File: src/rtl/m_cq_seg_reader.sv
// Paced queue drain into a 16-bit buffer shown on a muxed 4-digit 7-seg display.
// Optional leading-zero blanking when CQ_SEG_LZB_EN is defined.
module m_cq_seg_reader #(
  parameter int SCAN_DIV   = 50000,
  parameter int HOLD_TICKS = 25000000
) (
  input  logic       clk,
  input  logic       rst_n,
  input  logic       i_empty,
  output logic       o_rd_en,
  input  logic [7:0] i_rd_data,
  input  logic       i_clear,
  output logic       o_busy,
  output logic [7:0] o_pop_cnt,
  output logic [3:0] o_an,
  output logic [6:0] o_seg
);

  localparam int SW = $clog2(SCAN_DIV);
  localparam int HW = $clog2(HOLD_TICKS + 1);
  localparam logic [SW-1:0] SCAN_LAST = SW'(SCAN_DIV - 1);
  localparam logic [HW-1:0] HOLD_LAST = HW'(HOLD_TICKS - 1);

  typedef enum logic [1:0] {IDLE, RD, CAP, HOLD} state_t;

  state_t        state_q, state_d;
  logic [HW-1:0] hold_q, hold_d;
  logic [15:0]   dbuf_q, dbuf_d;
  logic [7:0]    pop_q, pop_d;
  logic [SW-1:0] scan_q, scan_d;
  logic [1:0]    idx_q, idx_d;
  logic [3:0]    an_q, an_d;
  logic [6:0]    seg_q, seg_d;
  logic [3:0]    nib;
  logic          blank;

  function automatic logic [6:0] hex7(input logic [3:0] n);
    hex7 = 7'h7F;
    case (n)
      4'h0: hex7 = 7'h40;
      4'h1: hex7 = 7'h79;
      4'h2: hex7 = 7'h24;
      4'h3: hex7 = 7'h30;
      4'h4: hex7 = 7'h19;
      4'h5: hex7 = 7'h12;
      4'h6: hex7 = 7'h02;
      4'h7: hex7 = 7'h78;
      4'h8: hex7 = 7'h00;
      4'h9: hex7 = 7'h10;
      4'hA: hex7 = 7'h08;
      4'hB: hex7 = 7'h03;
      4'hC: hex7 = 7'h46;
      4'hD: hex7 = 7'h21;
      4'hE: hex7 = 7'h06;
      4'hF: hex7 = 7'h0E;
      default: hex7 = 7'h7F;
    endcase
  endfunction

  always_comb begin
    state_d = state_q;
    hold_d  = hold_q;
    pop_d   = pop_q;
    unique case (state_q)
      IDLE: if (!i_empty) state_d = RD;
      RD:   state_d = CAP;
      CAP: begin
        state_d = HOLD;
        pop_d   = pop_q + 8'd1;
        hold_d  = '0;
      end
      HOLD: begin
        if (hold_q == HOLD_LAST) state_d = IDLE;
        else hold_d = hold_q + 1'b1;
      end
      default: state_d = IDLE;
    endcase
  end

  // A clear coinciding with a capture keeps the freshly captured byte.
  always_comb begin
    dbuf_d = dbuf_q;
    if (state_q == CAP)
      dbuf_d = i_clear ? {8'h00, i_rd_data} : {dbuf_q[7:0], i_rd_data};
    else if (i_clear)
      dbuf_d = '0;
  end

  always_comb begin
    scan_d = (scan_q == SCAN_LAST) ? '0 : scan_q + 1'b1;
    idx_d  = (scan_q == SCAN_LAST) ? idx_q + 2'd1 : idx_q;
    nib    = 4'h0;
    unique case (idx_q)
      2'd0: nib = dbuf_q[3:0];
      2'd1: nib = dbuf_q[7:4];
      2'd2: nib = dbuf_q[11:8];
      2'd3: nib = dbuf_q[15:12];
      default: nib = 4'h0;
    endcase
`ifdef CQ_SEG_LZB_EN
    unique case (idx_q)
      2'd1: blank = (dbuf_q[15:4] == 12'h000);
      2'd2: blank = (dbuf_q[15:8] == 8'h00);
      2'd3: blank = (dbuf_q[15:12] == 4'h0);
      default: blank = 1'b0;
    endcase
`else
    blank = 1'b0;
`endif
    an_d  = ~(4'b0001 << idx_q);
    seg_d = blank ? 7'h7F : hex7(nib);
  end

  always_ff @(posedge clk) begin
    if (!rst_n) begin
      state_q <= IDLE;
      hold_q  <= '0;
      dbuf_q  <= '0;
      pop_q   <= '0;
      scan_q  <= '0;
      idx_q   <= '0;
      an_q    <= 4'b1110;
      seg_q   <= 7'h40;
    end else begin
      state_q <= state_d;
      hold_q  <= hold_d;
      dbuf_q  <= dbuf_d;
      pop_q   <= pop_d;
      scan_q  <= scan_d;
      idx_q   <= idx_d;
      an_q    <= an_d;
      seg_q   <= seg_d;
    end
  end

  assign o_rd_en   = (state_q == RD);
  assign o_busy    = (state_q != IDLE);
  assign o_pop_cnt = pop_q;
  assign o_an      = an_q;
  assign o_seg     = seg_q;

endmodule

File: config.mk
export PLATFORM = sky130hd
export DESIGN_NAME = m_cq_seg_reader
export DESIGN_NICKNAME = d
export VERILOG_FILES = /design/src/rtl/m_cq_seg_reader.sv
export SDC_FILE = /design/constraint.sdc
export NUM_CORES = 1
export LEC_CHECK = 0
export ABC_AREA = 0
export BUFFER_PORTS_ARGS = -buffer_cell sky130_fd_sc_hd__clkbuf_2
export CORE_ASPECT_RATIO = 0.75
export CORE_MARGIN = 4
export CORE_UTILIZATION = 37
export DETAILED_ROUTE_END_ITERATION = 10
export PLACE_DENSITY = 0.53
export SLEW_MARGIN = 10
export SYNTH_ARGS = -nofsm -noshare
export SYNTH_HDL_FRONTEND = slang
export SYNTH_SLANG_ARGS = --single-unit
File: constraint.sdc
create_clock -name clk -period 2.08 [get_ports clk]
set_input_delay 0.312 -clock clk [delete_from_list [all_inputs] [get_ports clk]]
set_output_delay 0.312 -clock clk [all_outputs]
set_load 0.01 [all_outputs]
==> impl.org <==
** Timing
- Fin crit share :: 105%
- Setup violations remaining at the end of the flow were counted as 3.
- Hold Fails Final Rpt :: 0
- Worst Tran Pin Value :: 0.471 ns
- Setup repair after global routing missed its margin :: yes
- Post-layout minimum cycle time :: 2.18 ns
- Worst Clk Skew :: 0.00492 ns
- Based on the critical path, the design can be clocked at up to 0.458 GHz.
- Post-layout worst setup margin :: -0.103 ns
- Measured against its own limit, the worst slew margin works out to 68.6%.
- Final hold analysis gives a worst-case slack of 0.237 ns.
- The number of pins with negative max-slew slack in the final report is 0.

** Global route
- First-pass GRT wire length :: 16,300 um
- Summed over all layers, the global routing overflow is 0.
- Entering global routing, the biggest net connects 48 pins.
- Number of antenna violations at the first check in global routing :: 0
- Global routing usage summed across all routing layers :: 16.1%
- Number of global-route vias before repair :: 3,304

** Logic synthesis
- In this run, synthesis produced a sequential element count of 80.
- Number of instances in the synthesized netlist :: 444
- Yosys mapped the design onto 64 distinct sky130hd cell types.
- The most used flip-flop cell after synthesis is dfxtp_1.
- In this run the mean area of a mapped cell was 8.87 um2.
- Yosys printed 0 warnings.
- Sorting the synthesized cells by area gives the leading types as dfxtp_1 41%, ha_1 6.0%, mux2i_1 4.8%, nor2_1 4.2%, nand2_1 3.7%.
- Yosys instantiated no cell more often than dfxtp_1.
- Counting flops with a built-in enable in the synthesized netlist gives 0.
- Share of synthesized flip-flops with an asynchronous set or reset :: 0%
- In this run the biggest area consumer among cell types represents 40.6% of the synthesized area.
- For this run, the register share of the synthesized area comes to 40.6%.
- Post-synth design cell area :: 3940 um2
- The commonest cells after synthesis are 80 x dfxtp_1, 44 x nor2_1, 39 x nand2_1, 20 x inv_1, 20 x nand4_1.
- Syn nets :: 475
- The synthesized design spends more area on one cell type than any other, namely dfxtp_1.

** Die
- The die is 127 um wide.
- The die is 97.4 um tall.
- Starting Density :: 38.1%
- Overall die area :: 12,400 um2
- The region available for standard cell placement spans 10,300 um2.
- After floorplanning, the core was divided into 32 placement rows.
- Count of boundary I/O pins :: 33

** Run status
- The run finished, with violations left.
- The final reports fail on setup timing.

** Clock network
- Counting every sink on the clock net gives 80.
- CTS Root Buffer Type :: clkbuf_16
- Cts hold-fix bufs :: 0
- No sink is reached through more buffers than the 2 on the longest clock path.
- CTS tree :: built
- In this run, CTS created clock tree buffers numbering 9.
- CTS H-Tree Depth :: 3
- Clock latency on the worst-skew pair :: 0.33 ns
- Clock transition at the registers of the reported paths :: 0.06 ns

** Drt
- In the final routed layout, each cell accounts on average for 14.9 um.
- Max Used Layer :: met4
- The routed layout has 3,391 vias.
- Final routed DRC violation total :: 0
- Wire length reported by the detailed router :: 9740 um
- Met1 Wirelength :: 4900 um
- Detailed routing placed a total of 4120 um of wire on met2.
- In this run, the number of DRC markers left after iteration 0 of detailed routing was 255.
- Antenna-violating nets left :: 0
- Summed over all nets, wire length on met3 after detailed routing comes to 594 um.
- Pre-antenna DRT Iters :: 4
- Average vias per placed instance :: 5.19

** Pwr
- Power spread over the standard cell area amounts to 853 nW/um2.
- Leakage power total :: 0.00190 uW
- Worst VDD drop :: 0.396 mV

** Final layout
- Layout overhead on the synthesized area :: 27.7%
- Net count reported at finish :: 544
- Of the cells placed in the final design, the portion with a size suffix greater than 1 is 26.5%.
- The number of antenna diodes in the final layout is 0.
- Non-filler cells in the finished layout :: 653

** Worst setup path
- Data required time of the worst path :: 2.31 ns
- STA classifies the critical path endpoint as a flop.
- Category of the worst setup path launch point :: flop
- Peak fanout along the critical path :: 4
- Kind of critical path :: reg -> reg
- Data on the critical path arrives at its endpoint at 2.41 ns.

** Placed design
- Buffers placed on the I/O ports in this run total 32.
- Detailed placement finished with a half-perimeter wire length of 6710 um.
- Gp weighted congestion :: 0.780
- The number of placed instances, taps included, is 629.

** Run
- Count of maximum capacitance violations :: 0

** Min path
- The worst hold path belongs to the class in -> reg.
-- sequential cells by signal, summed over array words and instances, names as in the netlist --
name	cells
idx_q	2
state_q	2
scan_q	16
o_an	4
hold_q	25
o_seg	7
dbuf_q	16
o_pop_cnt	8
-- worst paths after layout --
path | from | endpoint | cells after the start | slack, ns
hold reg to reg | scan_q[0] | scan_q[0] | 1 | 0.47
setup / recovery | idx_q[0] | o_seg[3] | 9 | -0.10
hold / removal | i_rd_data[5] | dbuf_q[5] | 3 | 0.24
setup reg to reg | idx_q[0] | o_seg[3] | 9 | -0.10
-- kinds of logic (layout without fill, tap and decap cells) --
| logic type | Yosys count | in the layout | share of synthesized area (%) |
|---|---|---|---|
| and+or+nand+nor | 187 | 187 | 24.9 |
| DFF | 80 | 80 | 40.6 |
| AOI/OAI and AO/OA | 73 | 73 | 13.0 |
| buffers and inverters | 41 | 114 | 4.45 |
| muxes | 24 | 24 | 6.54 |
| xor gates and xnor gates | 20 | 20 | 4.45 |
| adders and majority gates | 19 | 19 | 6.03 |
-- critical path, stage by stage, from the launching register on --
cell,delay (ns)
dfxtp_4,0.38
inv_4,0.05
ha_4,0.16
a222oi_1,0.47
mux2i_4,0.16
inv_2,0.11
ha_4,0.14
inv_2,0.04
mux4_2,0.44
and2_4,0.14
-- power breakdown --
group	switching [uW]	internal (uW)	total, uW
Combinational	534	391	925
Clock	618	1080	1690
Sequential	61.8	1610	1670
Total	1210	3080	4290
-- final cells by class --
type                    count  area (um2)
clock inverters             5        81.3
well taps                 136         170
flip-flops and latches     80        1610
repair buffers             79         566
clock buffers              10         239
fillers                   971        5300
inverters                  20        77.6
multi-input cells         323        2290
-- stage by stage --
| stage | setup TNS (ns) | setup slack [ns] | area (um2) | utilization [%] | total power [uW] |
|---|---|---|---|---|---|
| 2_1_floorplan | -0.0301 | -0.0301 | 3990 | - | 2270 |
| 3_3_place_gp | -0.132 | -0.0881 | 4530 | 43.8 | 2560 |
| 3_5_place_dp | -0.333 | -0.155 | 4530 | 43.8 | 2570 |
| 4_1_cts | -0.248 | -0.129 | 4960 | 48.0 | 4300 |
| 5_1_grt | -0.715 | -0.180 | 5030 | 48.7 | 4520 |
| 6_report | -0.195 | -0.103 | 5030 | 48.7 | 4290 |
-- routing by layer --
metal	vias up	global-route usage (%)
li1	1723	-
met1	1577	23.2
met2	80	22.7
met3	11	4.89
met4	0	5.61
met5	-	0
-- layout by cell type (no fill, tap or decap), types with 11 or more instances in the layout --
master,Yosys,final
o21ai_0,13,11
nand4_1,20,20
a21oi_1,17,17
dfxtp_1,80,78
nor2_1,44,43
inv_1,20,15
buf_4,1,40
mux2i_1,19,17
nand3_1,18,17
clkbuf_2,0,32
xnor2_1,12,12
nand2_1,39,39
nor2b_1,12,12
-- timing repair --
item	CTS	global route
setup endpoints to repair	6	10
gates cloned	0	0
pin swaps	5	7
resized for setup	13	14
setup buffers	7	2
Power figures use the tool's default switching activity.
